[src/rtl/snake_dir_ctrl.sv]
// Snake direction controller: filters key presses into a small turn queue
// and applies one queued turn per game step tick.
module snake_dir_ctrl #(
  parameter int         QDEPTH   = 2,
  parameter logic [1:0] INIT_DIR = 2'b11
) (
  input  logic       clk,
  input  logic       rst,
  input  logic       en,
  input  logic       up_press,
  input  logic       down_press,
  input  logic       left_press,
  input  logic       right_press,
  input  logic       step,
  output logic [1:0] dir,
  output logic       turn,
  output logic       drop,
  output logic [2:0] q_count
);

  localparam logic [1:0] LAST = 2'(QDEPTH - 1);
  localparam logic [2:0] FULL = 3'(QDEPTH);

  logic [1:0] r_q [4];
  logic [1:0] r_wptr;
  logic [1:0] r_rptr;
  logic [2:0] r_cnt;
  logic [1:0] r_dir;
  logic       r_turn;
  logic       r_drop;

  logic [2:0] w_npress;
  logic       w_one;
  logic       w_multi;
  logic [1:0] w_req;
  logic [1:0] w_tail;
  logic [1:0] w_ref;
  logic       w_axis_ok;
  logic       w_full;
  logic       w_empty;
  logic       w_push;
  logic       w_pop;
  logic       w_reject;
  logic [1:0] w_wptr_nx;
  logic [1:0] w_rptr_nx;

  // Press decode: count simultaneous presses, encode the single one
  always_comb begin
    w_npress = {2'b00, up_press} + {2'b00, down_press}
             + {2'b00, left_press} + {2'b00, right_press};
    w_one    = (w_npress == 3'd1);
    w_multi  = (w_npress > 3'd1);
    w_req    = {left_press | right_press, down_press | right_press};
  end

  // Reference direction and accept/reject decision for the request
  always_comb begin
    w_tail    = (r_wptr == 2'd0) ? LAST : r_wptr - 2'd1;
    w_empty   = (r_cnt == 3'd0);
    w_full    = (r_cnt == FULL);
    w_ref     = w_empty ? r_dir : r_q[w_tail];
    // Repeat and reversal both stay on the same axis (bit 1)
    w_axis_ok = (w_req[1] != w_ref[1]);
    w_push    = en & w_one & w_axis_ok & ~w_full;
    w_pop     = en & step & ~w_empty;
    w_reject  = en & (w_multi | (w_one & ~w_push));
  end

  // Circular pointer advance, wrapping at QDEPTH
  always_comb begin
    w_wptr_nx = (r_wptr == LAST) ? 2'd0 : r_wptr + 2'd1;
    w_rptr_nx = (r_rptr == LAST) ? 2'd0 : r_rptr + 2'd1;
  end

  // Queue storage, pointers, count, direction and event pulses
  always_ff @(posedge clk) begin
    if (rst) begin
      for (int i = 0; i < 4; i++) r_q[i] <= 2'b00;
      r_wptr <= 2'd0;
      r_rptr <= 2'd0;
      r_cnt  <= 3'd0;
      r_dir  <= INIT_DIR;
      r_turn <= 1'b0;
      r_drop <= 1'b0;
    end else begin
      if (w_push) begin
        r_q[r_wptr] <= w_req;
        r_wptr      <= w_wptr_nx;
      end
      if (w_pop) begin
        r_dir  <= r_q[r_rptr];
        r_rptr <= w_rptr_nx;
      end
      if (w_push && !w_pop) r_cnt <= r_cnt + 3'd1;
      else if (w_pop && !w_push) r_cnt <= r_cnt - 3'd1;
      r_turn <= w_pop;
      r_drop <= w_reject;
    end
  end

  assign dir     = r_dir;
  assign turn    = r_turn;
  assign drop    = r_drop;
  assign q_count = r_cnt;

endmodule
[config.mk]
export PLATFORM = sky130hd
export DESIGN_NAME = snake_dir_ctrl
export DESIGN_NICKNAME = d
export VERILOG_FILES = /design/src/rtl/snake_dir_ctrl.sv
export SDC_FILE = /design/constraint.sdc
export NUM_CORES = 1
export LEC_CHECK = 0
export ABC_AREA = 1
export ABC_CLOCK_PERIOD_IN_PS = 9000
export BUFFER_PORTS_ARGS = -buffer_cell sky130_fd_sc_hd__buf_2
export CAP_MARGIN = 25
export CORE_MARGIN = 4
export CORE_UTILIZATION = 55
export CTS_BUF_LIST = sky130_fd_sc_hd__clkbuf_16
export CTS_CLUSTER_SIZE = 30
export DETAILED_ROUTE_END_ITERATION = 16
export PLACE_DENSITY_LB_ADDON = 0.3
export SLEW_MARGIN = 20
export SYNTH_ARGS = -nofsm -noshare
export SYNTH_HDL_FRONTEND = slang
export SYNTH_SLANG_ARGS = --single-unit
export TNS_END_PERCENT = 1
[constraint.sdc]
create_clock -name clk -period 9 [get_ports clk]
set_clock_uncertainty 0.05 [all_clocks]
set_input_delay 0.9 -clock clk [delete_from_list [all_inputs] [get_ports clk]]
set_output_delay 0.9 -clock clk [all_outputs]
set_load 0.03 [all_outputs]
==> flow_summary.toml <==
[setup_path]
worstPathArrival_ps = 3810
worstSetupPathType = "in -> reg"
crit_required_ps = 9090
cp_slowest_cell = "fa_1"
critPathMaxFanout = 7
path_buf_inv = 6
cp_cell_sequence = "buf_2, inv_1, fa_1, inv_1, ha_1, inv_1, ha_1, nor2_1, nand3_1, a21oi_4, nand3_2, inv_1, ha_1, inv_1, fa_1, a21oi_1, o21ai_0, o21ai_0, a21oi_1"
cp-start-kind = "input port"
critical-path-max-stage-delay_ps = 530
end_kind = "register"
path_delay_family = "adder cells"
timing.critical_path.mode_cell = "inv_1"

[global_routing]
overflow = 0
first_global_vias = 844
grt_pass1_wl_um = 3590
grt_max_degree = 12
antenna_found_initial = 0
track_usage = 0.188

[power_and_ir_drop]
leakage_nw = 0.538
peakVddDrop_v = 0.000165
power.density_nw_per_um2 = 269

[floorplanning]
dieArea_sq_um = 2640
core_area_sq_um = 1760
start_util = 0.588
rows = 15
num_io_pins = 15
die_h_um = 51.4
die_x_um = 51.4

[timing]
relSlewSlack = 0.762
hold_violations = 0
period_needed_ps = 3720
fmax_ghz = 0.269
period_share = 0.414
finalSetupTns_ps = 0
finalSetupViolations = 0
worst_pin_slew_ps = 353
rsz0062_at_grt = "no"
timing.final.max_slew_violations = 0

[clock_network]
cts_max_level = 1
postCtsHoldBufs = 0
cts_tree = "built"
cts_root_buffer = "clkbuf_16"
clockBufferDepth = 2
postCtsSetupBuffers = 0
post_cts_resized = 0
clkLatencyLatePin_ps = 250
cts.sinks = 19
path_clk_slew_ps = 60
cts_buffers = 3

[logic_synthesis]
async_reset_ff_frac = 0
ys_warn_count = 0
synth_common_cells = "21 x inv_1, 11 x a21oi_1, 11 x dfxtp_1"
synth_area_sq_um = 1040
ys_seq_area_frac = 0.444
synthTopCellsByArea = "edfxtp_1 23%, dfxtp_1 21%, inv_1 7.6%, a21oi_1 5.3%, ha_1 4.8%"
ys_types = 24
synth_edf_count = 8
yosysMostFrequentCell = "inv_1"
synth_top_area_cell = "edfxtp_1"
syn_inst = 119
syn_nets = 133
avgSynthCellArea_sq_um = 8.72
ys_ff_latch = 19
yosys.area.top_type_share = 0.232
synth_flop_cell = "dfxtp_1"

[layout]
drive_gt1_frac = 0.250
antenna_cells = 0
nNetsFinal = 151
syn_to_final_growth_pct = 16.8
fin_util = 0.687

[run_status]
outcome = "completed"

[route]
drtIter0Drc = 23
dr.pass1.iters = 4
ant_nets = 0
post_drt_wl_per_cell_um = 13.4
wl_um = 2160
drc = 0
vias = 844
vias_per_cell = 5.24

[min_path]
min_path_type = "reg -> reg"

[flow_run]
drv_cap = 0

[placement]
gp_congestion = 0.839
hpwl_um = 1640
port_buffers = 14
routing by layer:
layer  wire length (um)  GRT usage  up-vias
met5                  0          0        -
met4                 67      0.118        0
met3                108     0.0350        7
met2               1140      0.316       25
met1                844      0.217      385
li1                   -          -      427
cell usage in the layout, fill, tap and decap left out, drive strengths merged:
master and count:
nor3 5, fa 2, nand2 16, clkinv 1, nand4 1, edfxtp 8
dfxtp 11, nand3 9, a21oi 12, ha 4, clkbuf 3, nor4 1
buf 14, o21ai 13, nor2 10, xor2 1, inv 24, a221o 1
path summary, 6_finish.rpt:
kind	start	cells after the start	end	slack (ps)
hold reg to reg	dir[0]	2	dir[0]	430
setup reg to reg	q_count[0]	15	q_count[2]	6570
setup / recovery	up_press	19	q_count[2]	5280
hold / removal	dir[0]	2	dir[0]	430
per-stage QoR:
stage               area, sq um  total power (W)  hold slack [ps]  setup slack [ps]  instances
finish                     1210         0.000325              429              5280        161
global route               1210         0.000345              449              5040        161
CTS                        1210         0.000326              422              5260        161
detailed placement         1130         0.000233              408              5000        157
global placement           1130         0.000227              398              5140        157
floorplan                  1040         0.000205              414              5340        119
layout make-up:
type | instances | area, sq um
inverters | 24 | 90.1
multi-input cells | 75 | 479
flip-flops and latches | 19 | 460
clock inverters | 1 | 5.00
repair buffers | 14 | 70.1
clock buffers | 3 | 75.1
well taps | 25 | 31.3
fillers | 148 | 553
power by group:
| group | switching, W | total, W | internal, W |
|---|---|---|---|
| logic | 0.0000783 | 0.000117 | 0.0000385 |
| registers | 0.0000138 | 0.000116 | 0.000102 |
| clock network | 0.0000333 | 0.0000929 | 0.0000596 |
| total | 0.000125 | 0.000325 | 0.000200 |
state kept, by name, indices dropped and copies added (netlist names):
register  cells
dir           2
drop          1
q_count       3
r_q           8
r_rptr        2
r_wptr        2
turn          1
logic make-up after synthesis:
group,after synthesis,share of synthesized area
and+or+nand+nor,42,0.222
xor gates and xnor gates,1,0.00845
buffers and inverters,25,0.0941
DFF,19,0.444
AOI/OAI and AO/OA,26,0.145
adders and majority gates,6,0.0869
worst register-to-register path, stage by stage, from the launching register on:
cell     delay [ps]
dfxtp_1         460
nor2_4           90
nand2_2          90
nand2_2          70
inv_1            50
nand2_1          60
nand3_1         110
nand3_2         180
inv_1           100
ha_1            140
inv_1            60
fa_1            380
a21oi_1         140
o21ai_0         110
o21ai_0         160
a21oi_1          50
Power figures use the tool's default switching activity.
